File: src/rtl/char_pkg.sv
// Shared glyph geometry and drawer state encoding.
package char_pkg;
  localparam int GLYPH_W    = 12;
  localparam int GLYPH_H    = 12;
  localparam int GLYPH_BITS = GLYPH_W * GLYPH_H;

  typedef enum logic [1:0] {
    ST_IDLE  = 2'd0,
    ST_FETCH = 2'd1,
    ST_WAIT  = 2'd2,
    ST_DRAW  = 2'd3
  } state_t;
endpackage

File: src/rtl/glyph_scan_ctr.sv
// Row-major cell walker: col wraps into row, last flags the final cell.
module glyph_scan_ctr #(
  parameter int COLS = 12,
  parameter int ROWS = 12,
  parameter int CW   = $clog2(COLS),
  parameter int RW   = $clog2(ROWS)
) (
  input  logic          clk,
  input  logic          rst_n,
  input  logic          clr,
  input  logic          adv,
  output logic [CW-1:0] col,
  output logic [RW-1:0] row,
  output logic          last
);
  logic [CW-1:0] col_q, col_d;
  logic [RW-1:0] row_q, row_d;
  logic          col_end, row_end;

  assign col_end = (col_q == CW'(COLS - 1));
  assign row_end = (row_q == RW'(ROWS - 1));

  always_comb begin
    col_d = col_q;
    row_d = row_q;
    if (clr) begin
      col_d = '0;
      row_d = '0;
    end else if (adv) begin
      if (col_end) begin
        col_d = '0;
        row_d = row_end ? '0 : row_q + RW'(1);
      end else begin
        col_d = col_q + CW'(1);
      end
    end
  end

  always_ff @(posedge clk or negedge rst_n) begin
    if (!rst_n) begin
      col_q <= '0;
      row_q <= '0;
    end else begin
      col_q <= col_d;
      row_q <= row_d;
    end
  end

  assign col  = col_q;
  assign row  = row_q;
  assign last = col_end && row_end;
endmodule

File: src/rtl/char_glyph_drawer.sv
// Fetches one glyph from the character ROM and streams its cells as
// clipped pixel writes over a valid/ready handshake.
module char_glyph_drawer #(
  parameter int ADDR_W     = 10,
  parameter int GLYPH_W    = 12,
  parameter int GLYPH_H    = 12,
  parameter int X_W        = 11,
  parameter int Y_W        = 10,
  parameter int H_ACTIVE   = 1024,
  parameter int V_ACTIVE   = 600,
  parameter int ROM_LAT    = 1,
  parameter int SKIP_BLANK = 0
) (
  input  logic                       clk,
  input  logic                       rst_n,
  input  logic                       req_valid,
  output logic                       req_ready,
  input  logic [ADDR_W-1:0]          req_code,
  input  logic [X_W-1:0]             req_x,
  input  logic [Y_W-1:0]             req_y,
  output logic [ADDR_W-1:0]          rom_addr,
  input  logic [GLYPH_W*GLYPH_H-1:0] rom_data,
  output logic                       pix_valid,
  input  logic                       pix_ready,
  output logic [X_W-1:0]             pix_x,
  output logic [Y_W-1:0]             pix_y,
  output logic                       pix_on,
  output logic                       busy,
  output logic                       done
);
  import char_pkg::*;

  localparam int GB = GLYPH_W * GLYPH_H;
  localparam int CW = $clog2(GLYPH_W);
  localparam int RW = $clog2(GLYPH_H);
  localparam int WW = (ROM_LAT > 1) ? $clog2(ROM_LAT) : 1;

  state_t            st_q, st_d;
  logic [ADDR_W-1:0] addr_q, addr_d;
  logic [X_W-1:0]    x_q, x_d;
  logic [Y_W-1:0]    y_q, y_d;
  logic [GB-1:0]     glyph_q, glyph_d;
  logic [WW-1:0]     wcnt_q, wcnt_d;
  logic              done_q, done_d;

  logic [CW-1:0]     col;
  logic [RW-1:0]     row;
  logic              last;
  logic [X_W:0]      px;
  logic [Y_W:0]      py;
  logic              clip, emit, adv, start;

  // Extra top bit catches coordinate wrap past the counter range.
  assign px    = {1'b0, x_q} + (X_W+1)'(col);
  assign py    = {1'b0, y_q} + (Y_W+1)'(row);
  assign clip  = px[X_W] || py[Y_W] ||
                 (px >= (X_W+1)'(H_ACTIVE)) || (py >= (Y_W+1)'(V_ACTIVE));
  // Glyph register shifts left per cell, so the MSB is always the current bit.
  assign emit  = (st_q == ST_DRAW) && !clip && !((SKIP_BLANK != 0) && !glyph_q[GB-1]);
  assign adv   = (st_q == ST_DRAW) && (!emit || pix_ready);
  assign start = (st_q == ST_IDLE) && req_valid;

  glyph_scan_ctr #(.COLS(GLYPH_W), .ROWS(GLYPH_H)) u_scan (
    .clk  (clk),
    .rst_n(rst_n),
    .clr  (start),
    .adv  (adv),
    .col  (col),
    .row  (row),
    .last (last)
  );

  always_comb begin
    st_d    = st_q;
    addr_d  = addr_q;
    x_d     = x_q;
    y_d     = y_q;
    glyph_d = glyph_q;
    wcnt_d  = wcnt_q;
    done_d  = 1'b0;
    case (st_q)
      ST_IDLE: if (req_valid) begin
        addr_d = req_code;
        x_d    = req_x;
        y_d    = req_y;
        st_d   = ST_FETCH;
      end
      ST_FETCH: begin
        wcnt_d = '0;
        st_d   = ST_WAIT;
      end
      ST_WAIT: if (wcnt_q == WW'(ROM_LAT - 1)) begin
        glyph_d = rom_data;
        st_d    = ST_DRAW;
      end else begin
        wcnt_d = wcnt_q + WW'(1);
      end
      ST_DRAW: if (adv) begin
        glyph_d = {glyph_q[GB-2:0], 1'b0};
        if (last) begin
          st_d   = ST_IDLE;
          done_d = 1'b1;
        end
      end
      default: st_d = ST_IDLE;
    endcase
  end

  always_ff @(posedge clk or negedge rst_n) begin
    if (!rst_n) begin
      st_q    <= ST_IDLE;
      addr_q  <= '0;
      x_q     <= '0;
      y_q     <= '0;
      glyph_q <= '0;
      wcnt_q  <= '0;
      done_q  <= 1'b0;
    end else begin
      st_q    <= st_d;
      addr_q  <= addr_d;
      x_q     <= x_d;
      y_q     <= y_d;
      glyph_q <= glyph_d;
      wcnt_q  <= wcnt_d;
      done_q  <= done_d;
    end
  end

  assign req_ready = (st_q == ST_IDLE);
  assign busy      = (st_q != ST_IDLE);
  assign done      = done_q;
  assign rom_addr  = addr_q;
  assign pix_valid = emit;
  assign pix_x     = px[X_W-1:0];
  assign pix_y     = py[Y_W-1:0];
  assign pix_on    = glyph_q[GB-1];
endmodule

File: config.mk
export PLATFORM = sky130hd
export DESIGN_NAME = char_glyph_drawer
export DESIGN_NICKNAME = d
export VERILOG_FILES = /design/src/rtl/char_pkg.sv /design/src/rtl/glyph_scan_ctr.sv /design/src/rtl/char_glyph_drawer.sv
export SDC_FILE = /design/constraint.sdc
export NUM_CORES = 1
export LEC_CHECK = 0
export ABC_AREA = 1
export CORE_AREA = 2 2 177 110
export CTS_CLUSTER_SIZE = 40
export DETAILED_ROUTE_END_ITERATION = 7
export DIE_AREA = 0 0 179 112
export PLACE_DENSITY = 0.83
export RECOVER_POWER = 100
export SLEW_MARGIN = 0
export SYNTH_ARGS = -nofsm -noshare
export SYNTH_HDL_FRONTEND = slang
export SYNTH_SLANG_ARGS = --single-unit
File: constraint.sdc
create_clock -name clk -period 6.36 [get_ports clk]
set_input_delay 0.954 -clock clk [delete_from_list [all_inputs] [get_ports clk]]
set_output_delay 0.954 -clock clk [all_outputs]
set_load 0.05 [all_outputs]
**Word level (Yosys, flattened, before mapping)**

Index checks and enable logic that the tools add are counted.

- $add $sub $neg: 5
- Magnitude comparators: 2
- Eq/ne operators: 9
- Mux-type cells: 20
- Reduce and logical (&&, ||, !) cells: 20

Operators with widths:

| operator | count |
|---|---|
| $mux W144 | 2 |
| $pmux W144 S2 | 1 |
| $mux W4 | 7 |
| $add A11 B4 Y12 | 1 |
| $ge A12 B11 Y1 const B | 1 |
| $add A10 B4 Y11 | 1 |
| $ge A11 B10 Y1 const B | 1 |
| $reduce_bool A2 Y1 | 5 |
| $add A4 B1 Y4 const B | 2 |
| $eq A4 B4 Y1 const B | 2 |
| $mux W2 | 4 |
| $ne A2 B2 Y1 const B | 4 |
| $pmux W2 S4 | 1 |
| $eq A2 B2 Y1 const B | 2 |
| $logic_and A1 B1 Y1 | 4 |
| $logic_or A1 B1 Y1 | 4 |
| $mux W1 | 4 |
| $reduce_and A2 Y1 | 2 |
| $reduce_and A4 Y1 | 1 |
| $reduce_and A3 Y1 | 1 |
| $eq A2 B1 Y1 const B | 1 |
| $logic_not A1 Y1 | 2 |
| $logic_not A2 Y1 | 1 |
| $pmux W1 S2 | 1 |
| $add A1 B1 Y1 const B | 1 |

- Bits in registers: 187
- Bits of input ports: 179
- Logic and storage cells: 65

**Depth between registers and ports, before layout**

Gate-level depths: netlist of the first run.

- Depth after elaboration: 11
- Gate-level depth with buffers: 18
- Gate-level depth less buffers: 17

**Hierarchy**

Synthesis of the first run repeated with hierarchy kept, for this count alone.

- Cell total of the unflattened synthesis: 1,410
- Area, all modules: 9,948.3 um^2

Modules (own cells, without submodules):

| module | instances | cells an instance | area an instance (um^2) | sequential area each (um^2) |
|---|---|---|---|---|
| char_glyph_drawer | 1 | 1,348 | 9,480.3 | 4,454.3 |
| glyph_scan_ctr | 1 | 62 | 467.9 | 200.2 |

**Worst setup path after synthesis of the first run**

Ideal clock, no wire load.

- Kind: register -> output
- Start point: reg u_scan.row_q[0], in the netlist u_scan.row[0]
- End point: out pix_valid
- Data arrival time: 2.635 ns
- Slack: 2.771 ns
- Cell stages (with the launch flop): 11
- Cells stage by stage: dfrtp_1 -> ha_1 -> fa_1 -> nand3_2 -> nand2_2 -> nand2_1 -> xor2_1 -> nand2_1 -> nand2_1 -> nand2_2 -> and2_1

RTL lines:

| item | RTL line | source |
|---|---|---|
| start: declaration | glyph_scan_ctr.sv:17 | `logic [RW-1:0] row_q, row_d;` |
| start signal: assignment | glyph_scan_ctr.sv:45 | `row_q <= row_d;` |
| $add A10 B4 Y11 | char_glyph_drawer.sv:55 | `assign py = {1'b0, y_q} + (Y_W+1)'(row);` |
| via pix_y[6] | char_glyph_drawer.sv:26 | `output logic [Y_W-1:0] pix_y,` |
| $ge A11 B10 Y1 | char_glyph_drawer.sv:57 | `(px >= (X_W+1)'(H_ACTIVE)) \|\| (py >= (Y_W+1)'(V_ACTIVE));` |
| $logic_or A1 B1 Y1 | char_glyph_drawer.sv:57 |  |
| $logic_not A1 Y1 | char_glyph_drawer.sv:59 | `assign emit = (st_q == ST_DRAW) && !clip && !((SKIP_BLANK != 0) && !glyph_q[GB-1]);` |
| $logic_and A1 B1 Y1 | char_glyph_drawer.sv:59 |  |
| end: declaration | char_glyph_drawer.sv:23 | `output logic pix_valid,` |

The timed path passes the listed nets, and every way through them passes these cells.

**Final worst setup path of the first run**

- Start point: reg u_scan.row_q[0], in the netlist u_scan.row[0]
- End point: reg glyph_q[127]

- Cells in the longest elaborated chain, start to end: 11

RTL lines:

| item | RTL line | source |
|---|---|---|
| $add A10 B4 Y11 * | char_glyph_drawer.sv:55 |  |
| parallel branches: the longest is 2 deep, another holds $ge A11 B10 Y1 | - |  |
| $logic_or A1 B1 Y1 * | char_glyph_drawer.sv:57 |  |
| $logic_not A1 Y1 * | char_glyph_drawer.sv:59 |  |
| $logic_and A1 B1 Y1 * | char_glyph_drawer.sv:59 |  |
| $logic_not A1 Y1 * | char_glyph_drawer.sv:60 | `assign adv = (st_q == ST_DRAW) && (!emit \|\| pix_ready);` |
| $logic_or A1 B1 Y1 * | char_glyph_drawer.sv:60 |  |
| $logic_and A1 B1 Y1 * | char_glyph_drawer.sv:60 |  |
| $ne A2 B2 Y1 (no line) * | - |  |
| $reduce_and A3 Y1 (no line) * | - |  |
| end signal: assignment | char_glyph_drawer.sv:123 | `glyph_q <= glyph_d;` |
| end: declaration | char_glyph_drawer.sv:42 | `logic [GB-1:0] glyph_q, glyph_d;` |

Mark *: on every way between the ends.
A chain may end at the register's enable or synchronous reset.

==> results of run 1 <==
-- synth_stat cells, drive strengths merged --
| cell | count | area [um^2] |
|---|---|---|
| nand2 | 433 | 1728 |
| o21ai | 296 | 1951 |
| dfrtp | 186 | 4654 |
| inv | 170 | 638.1 |
| clkbuf | 36 | 135.1 |
| buf | 33 | 389.1 |
| nand3 | 28 | 167.7 |
| nor2 | 15 | 63.81 |
| ha | 13 | 162.7 |
| xor2 | 10 | 87.58 |
| nand4 | 5 | 31.28 |
| a21oi | 4 | 23.77 |
| xnor2 | 4 | 35.03 |
| fa | 2 | 40.04 |
| nand3b | 2 | 15.01 |
| nor3 | 2 | 10.01 |
| and2 | 1 | 6.260 |
| o21a | 1 | 7.510 |
| or2 | 1 | 6.260 |
-- cell type report --
class	instances	area (um^2)
multi-input cells	817	3895
well taps	246	307.8
inverters	170	643.1
clock buffers	22	474.2
flip-flops and latches	186	4654
fillers	1668	6255
repair buffers	220	2172
clock inverters	10	92.59
-- per-stage QoR --
step           hold slack, ns  worst slack (ns)  cell area, um^2
2_1_floorplan          0.4553             2.771            10150
3_3_place_gp           0.4616             2.817            12150
3_5_place_dp           0.4683             2.740            12150
4_1_cts                0.4350             2.231            12720
5_1_grt                0.5103             1.536            12240
6_report               0.4777             2.022            12240
-- power by group through the flow --
stage	Combinational [mW]	Sequential (mW)	Clock [mW]
detailed placement	0.225	1.24	0
global placement	0.221	1.24	0
finish	0.204	1.22	1.02
floorplan	0.0716	1.24	0
global route	0.228	1.22	1.10
CTS	0.227	1.22	1.04
-- final timing paths --
check	endpoint	slack, ns	cells past startpoint
setup / recovery	glyph_q[127]	2.02	14
hold / removal	rom_addr[5]	0.48	2
setup reg to reg	glyph_q[127]	2.02	14
hold reg to reg	rom_addr[5]	0.48	2
max in group asynchronous	glyph_q[44]	2.48	2
min in group asynchronous	y_q[4]	1.16	1
-- cell families (layout without fill, tap and decap cells) --
logic type / Yosys count / count (layout) / share of synthesized area
and+or+nand+nor: 487 / 487 / 0.1998
AOI/OAI and AO/OA: 301 / 301 / 0.1952
buffers and inverters: 239 / 422 / 0.1145
DFF: 186 / 186 / 0.4585
adders and majority gates: 15 / 15 / 0.01997
xor gates and xnor gates: 14 / 14 / 0.01208
-- sequential cells by signal, summed over array words and instances (netlist names) --
register / count
x_q: 11
st_q: 2
glyph_q: 144
u_scan.row: 4
y_q: 10
done: 1
rom_addr: 10
u_scan.col: 4
-- routing by layer --
| layer | vias up | wire (um) |
|---|---|---|
| met2 | 247 | 10200 |
| met4 | 0 | 184 |
| met5 | - | 0 |
| li1 | 4209 | - |
| met3 | 22 | 1404 |
| met1 | 3871 | 10840 |
-- worst max-delay path, cell delays in order, from the launching register on --
cell and delay (ns):
dfrtp_1 0.44, ha_1 0.25, fa_1 0.41, nand3_1 0.12, nand2_1 0.13, nand2_1 0.10, xor2_1 0.20, nand2_1 0.07
nand2_1 0.06, nand2_1 0.06, nand3_1 0.10, nand2_1 0.29, nand2_8 0.55, clkbuf_4 1.07, o21ai_0 0.22
==> impl_metrics.ini, run 1 <==
[routing]
remaining_drc_errors = 0
routedWlPerCell_um = 13.54
ant_nets = 0
num_vias = 8349
routed_wl_um = 22630
drt_iter0_markers = 679
viasPerCell = 4.996
dr.pass1.iters = 5

[floorplan]
start_util = 0.5489
core_um2 = 18490
die_w_um = 179
ioPinCount = 215
die_y_um = 112
dieArea_um2 = 20050
rows = 39

[clock_tree]
cts_buffers = 17
cts_tree = done
clk-insertion-delay-late_ns = 0.43
cts_resized = 0
holdBufCountCts = 0
h-tree-depth = 4
postCtsSetupBuffers = 0
clock_tree.buffer_depth = 2
clk_pin_slew_ns = 0.07
clock-root-buffer = clkbuf_16
clock-sinks = 186

[power_and_ir_drop]
pwr-share-comb = 0.083
cellPowerDensity_nw_per_um2 = 200.1
p_int_mw = 1.904
peakVddDrop_mv = 0.1797
power_frac_seq = 0.499
power_mw = 2.450
swShare = 0.2226
p_leak_nw = 5.820
p_clk_frac = 0.418
p_switching_mw = 0.5454

[finish]
syn2layout_area_growth_pct = 20.56
n_antenna_cell = 0
final_common_cell = nand2_1
nets = 1606
drive_above_1_share = 0.05684
layout_common_cells = nand2_1, o21ai_0, dfrtp_1, clkdlybuf4s50_1, inv_1
postLayoutCoreUtil = 0.6618
final_cells = 1671

[critical_path]
worstPathMaxFanout = 135
end_kind = flip-flop
startpoint = u_scan.row[0]
arrival_ns = 4.59
cp.required_ns = 6.61
path_class = reg2reg
r2r-start = u_scan.row[0]
cp-start-kind = flip-flop

[grt]
grt_pass1_wl_um = 37230
grt-busiest-layer = met2
grt_use_total = 0.2320
use_met3 = 0.04884
grt_max_degree = 162
use_met2 = 0.3490
use_met1 = 0.3480
grt_pass1_vias = 7781
grt_overflow = 0
antenna_found_initial = 0

[timing]
max_freq_mhz = 230.5
tns_ns = 0
setup_viol = 0
worst_pin_slew_ns = 2.190
fin_crit_sh = 0.6821
clock_skew_ns = 0.009381
rsz0062_at_grt = no
hold_violations = 0
slew_violations = 191
period_needed_ns = 4.338
relSlewSlack = -0.4598

[logic_synthesis]
synthCells = 1242
avgSynthCellArea_um2 = 8.174
synth.distinct_cells = 32
yosys_warnings = 0
synth_fp_nets = 1436
syn-cell-area_um2 = 10150
seq_area_frac_synth = 0.4585
synth.ff_latch_count = 186

[placement]
place_congestion = 0.8225
placement.io_buffers = 214
dp_hpwl_um = 15430
dp_cells = 1639

[run]
drv_cap = 3

[run_status]
violations = capacitance limit, slew limit
status = finished with violations

[min_path]
hold_path_class = reg2reg
min_from = rom_addr[5]
Power figures use the tool's default switching activity.
==> inputs of run 2 (changes only) <==
--- a/config.mk
+++ b/config.mk
@@ -6,11 +6,11 @@
 export NUM_CORES = 1
 export LEC_CHECK = 0
 export ABC_AREA = 1
-export CORE_AREA = 2 2 177 110
+export CORE_AREA = 2 2 193 119
 export CTS_CLUSTER_SIZE = 40
 export DETAILED_ROUTE_END_ITERATION = 7
-export DIE_AREA = 0 0 179 112
-export PLACE_DENSITY = 0.83
+export DIE_AREA = 0 0 195 121
+export PLACE_DENSITY = 0.74
 export RECOVER_POWER = 100
 export SLEW_MARGIN = 0
 export SYNTH_ARGS = -nofsm -noshare
==> constraint.sdc (replaced) <==
create_clock -name clk -period 3.64 [get_ports clk]
set_input_delay 0.546 -clock clk [delete_from_list [all_inputs] [get_ports clk]]
set_output_delay 0.546 -clock clk [all_outputs]
set_load 0.05 [all_outputs]
==> run 2 against run 1 <==
Net effect:
- the run still ends with capacitance limit, slew limit left
- highest routed layer unchanged
- non-clock buffer count increased by 9
- count of clock-buffer cells in the layout decreased by 4
- utilization decreased by 8.9 points
- critical path depth decreased by 7
- combinational power increased by 76%
==> impl_metrics.ini, run 2 (synthesis results as in run 1) <==
[critical_path]
end_kind = primary output
r2r-start = u_scan.row[0]
r2r_cells = 16
cp.required_ns = 3.09
regToRegSetupSlack_ns = 0.43
cp-start-kind = flip-flop
worstPathMaxFanout = 5
path_class = reg2out
endpoint = pix_x[6]
arrival_ns = 2.90
r2r_end = glyph_q[66]
startpoint = u_scan.col[0]

[floorplan]
dieArea_um2 = 23600
die_w_um = 195
die_y_um = 121
rows = 42
start_util = 0.4666
core_um2 = 21760
ioPinCount = 215

[timing]
worst_pin_slew_ns = 2.635
period_needed_ns = 3.446
clock_skew_ns = 0.01514
relSlewSlack = -0.7566
setup_viol = 0
fin_crit_sh = 0.9467
rsz0062_at_grt = no
slew_violations = 103
max_freq_mhz = 290.2
hold_violations = 0
tns_ns = 0

[power_and_ir_drop]
p_leak_nw = 5.923
power_mw = 4.457
peakVddDrop_mv = 0.3081
cellPowerDensity_nw_per_um2 = 357.4

[finish]
fill_cells = 2071
top_regs = glyph_q: 144 flops, x_q: 11 flops
multiInputGateArea_um2 = 3921
largest_reg_flops = 144
top_register = glyph_q
final_cells = 1720
drive_above_1_share = 0.07043
final_area_um2 = 12470
final_common_cell = nand2_1
ff_latch_area_um2 = 4654
layout_common_cells = nand2_1, o21ai_0, dfrtp_1, clkdlybuf4s50_1, inv_1
nets = 1615
n_antenna_cell = 0
syn2layout_area_growth_pct = 22.85

[routing]
drt_iter0_markers = 381
num_vias = 8205
viasPerCell = 4.770
remaining_drc_errors = 0
ant_nets = 0
routedWlPerCell_um = 12.98
routed_wl_um = 22320
dr.pass1.iters = 5

[clock_tree]
clock-sinks = 186
clk-insertion-delay-late_ns = 0.44
clock_tree.buffer_depth = 2
clk_pin_slew_ns = 0.08
cts_tree = done
h-tree-depth = 4
cts_buffers = 17
postCtsSetupBuffers = 0
clock-root-buffer = clkbuf_16

[grt]
grt_pass1_vias = 7882
grt_use_total = 0.1985
grt_overflow = 0
grt_pass1_wl_um = 37890
grt_max_degree = 148
antenna_found_initial = 0

[run]
drv_cap = 1

[placement]
dp_cells = 1688
placement.io_buffers = 214
placed_area_um2 = 12330
place_congestion = 0.8360
dp_hpwl_um = 15780

[min_path]
hold_path_class = reg2reg

[run_status]
status = finished with violations
violations = capacitance limit, slew limit
-- run 2: cell types whose count changed in the layout (fill, tap and decap cells not counted), sizes merged --
cell	change
buf	+7
inv	+5
clkinvlp	-4
dlygate4sd3	-4
clkdlybuf4s50	+3
bufinv	+2
clkbuf	-2
clkinv	+1
dlygate4sd2	+1
-- run 2: timing repair --
item	in CTS	in global routing
hold buffers	0	0
endpoints found under the setup margin	1	0
resized for setup	1	0
-- run 2: how the worst min path moves through the flow --
stage	from	end	slack, ns	cells after the start
after floorplan	rst_n	done	0.25	0
after global placement	rom_addr[1]	rom_addr[1]	0.47	2
after detailed placement	rom_addr[4]	rom_addr[4]	0.47	2
after CTS	rst_n	glyph_q[110]	0.22	1
after global routing	x_q[3]	x_q[3]	0.51	2
final	rom_addr[3]	rom_addr[3]	0.48	2
-- run 2: area by class of cell --
cell class	count	area share
tap	286	0.02869
inverter	170	0.05156
clock buffer	18	0.03441
multi-input combinational	817	0.3144
clock inverter	14	0.01485
timing repair buffer	229	0.1829
sequential	186	0.3732
-- run 2: critical path, stage by stage (launching register included) --
cell	delay, ns
dfrtp_1	0.44
ha_1	0.23
fa_1	0.41
nand3_1	0.11
nand3_2	0.12
nand2_1	0.12
xnor2_1	0.12
dlygate4sd3_1	0.91
-- run 2: through the flow --
stage	utilization	hold WS, ns	setup slack, ns
final	0.5733	0.4812	0.1941
after global routing	0.5733	0.5059	0.05482
after CTS	0.5951	0.2198	0.2381
after detailed placement	0.5669	0.4687	0.4532
after global placement	0.5669	0.4671	0.5155
after floorplan	-	0.2504	0.4590
-- run 2: where the power goes --
group,switching [mW],total [mW],internal [mW]
sequential,0.0142,2.13,2.12
combinational,0.145,0.359,0.213
clock,0.864,1.97,1.10
total,1.02,4.46,3.43
-- run 2: routing by layer --
layer | track usage | up-vias | part of all wire
met5 | 0 | - | 0
met4 | 0.05534 | 0 | 0.014
met3 | 0.04169 | 28 | 0.049
met2 | 0.2920 | 177 | 0.43
met1 | 0.2951 | 3766 | 0.51
li1 | - | 4234 | -
==> inputs of run 3 (changes only) <==
--- a/config.mk
+++ b/config.mk
@@ -7,6 +7,7 @@
 export LEC_CHECK = 0
 export ABC_AREA = 1
 export CORE_AREA = 2 2 193 119
+export CTS_CLUSTER_DIAMETER = 30
 export CTS_CLUSTER_SIZE = 40
 export DETAILED_ROUTE_END_ITERATION = 7
 export DIE_AREA = 0 0 195 121
==> results of run 3 <==
No change in the layout: final DEF, timing and power equal those of run 2.
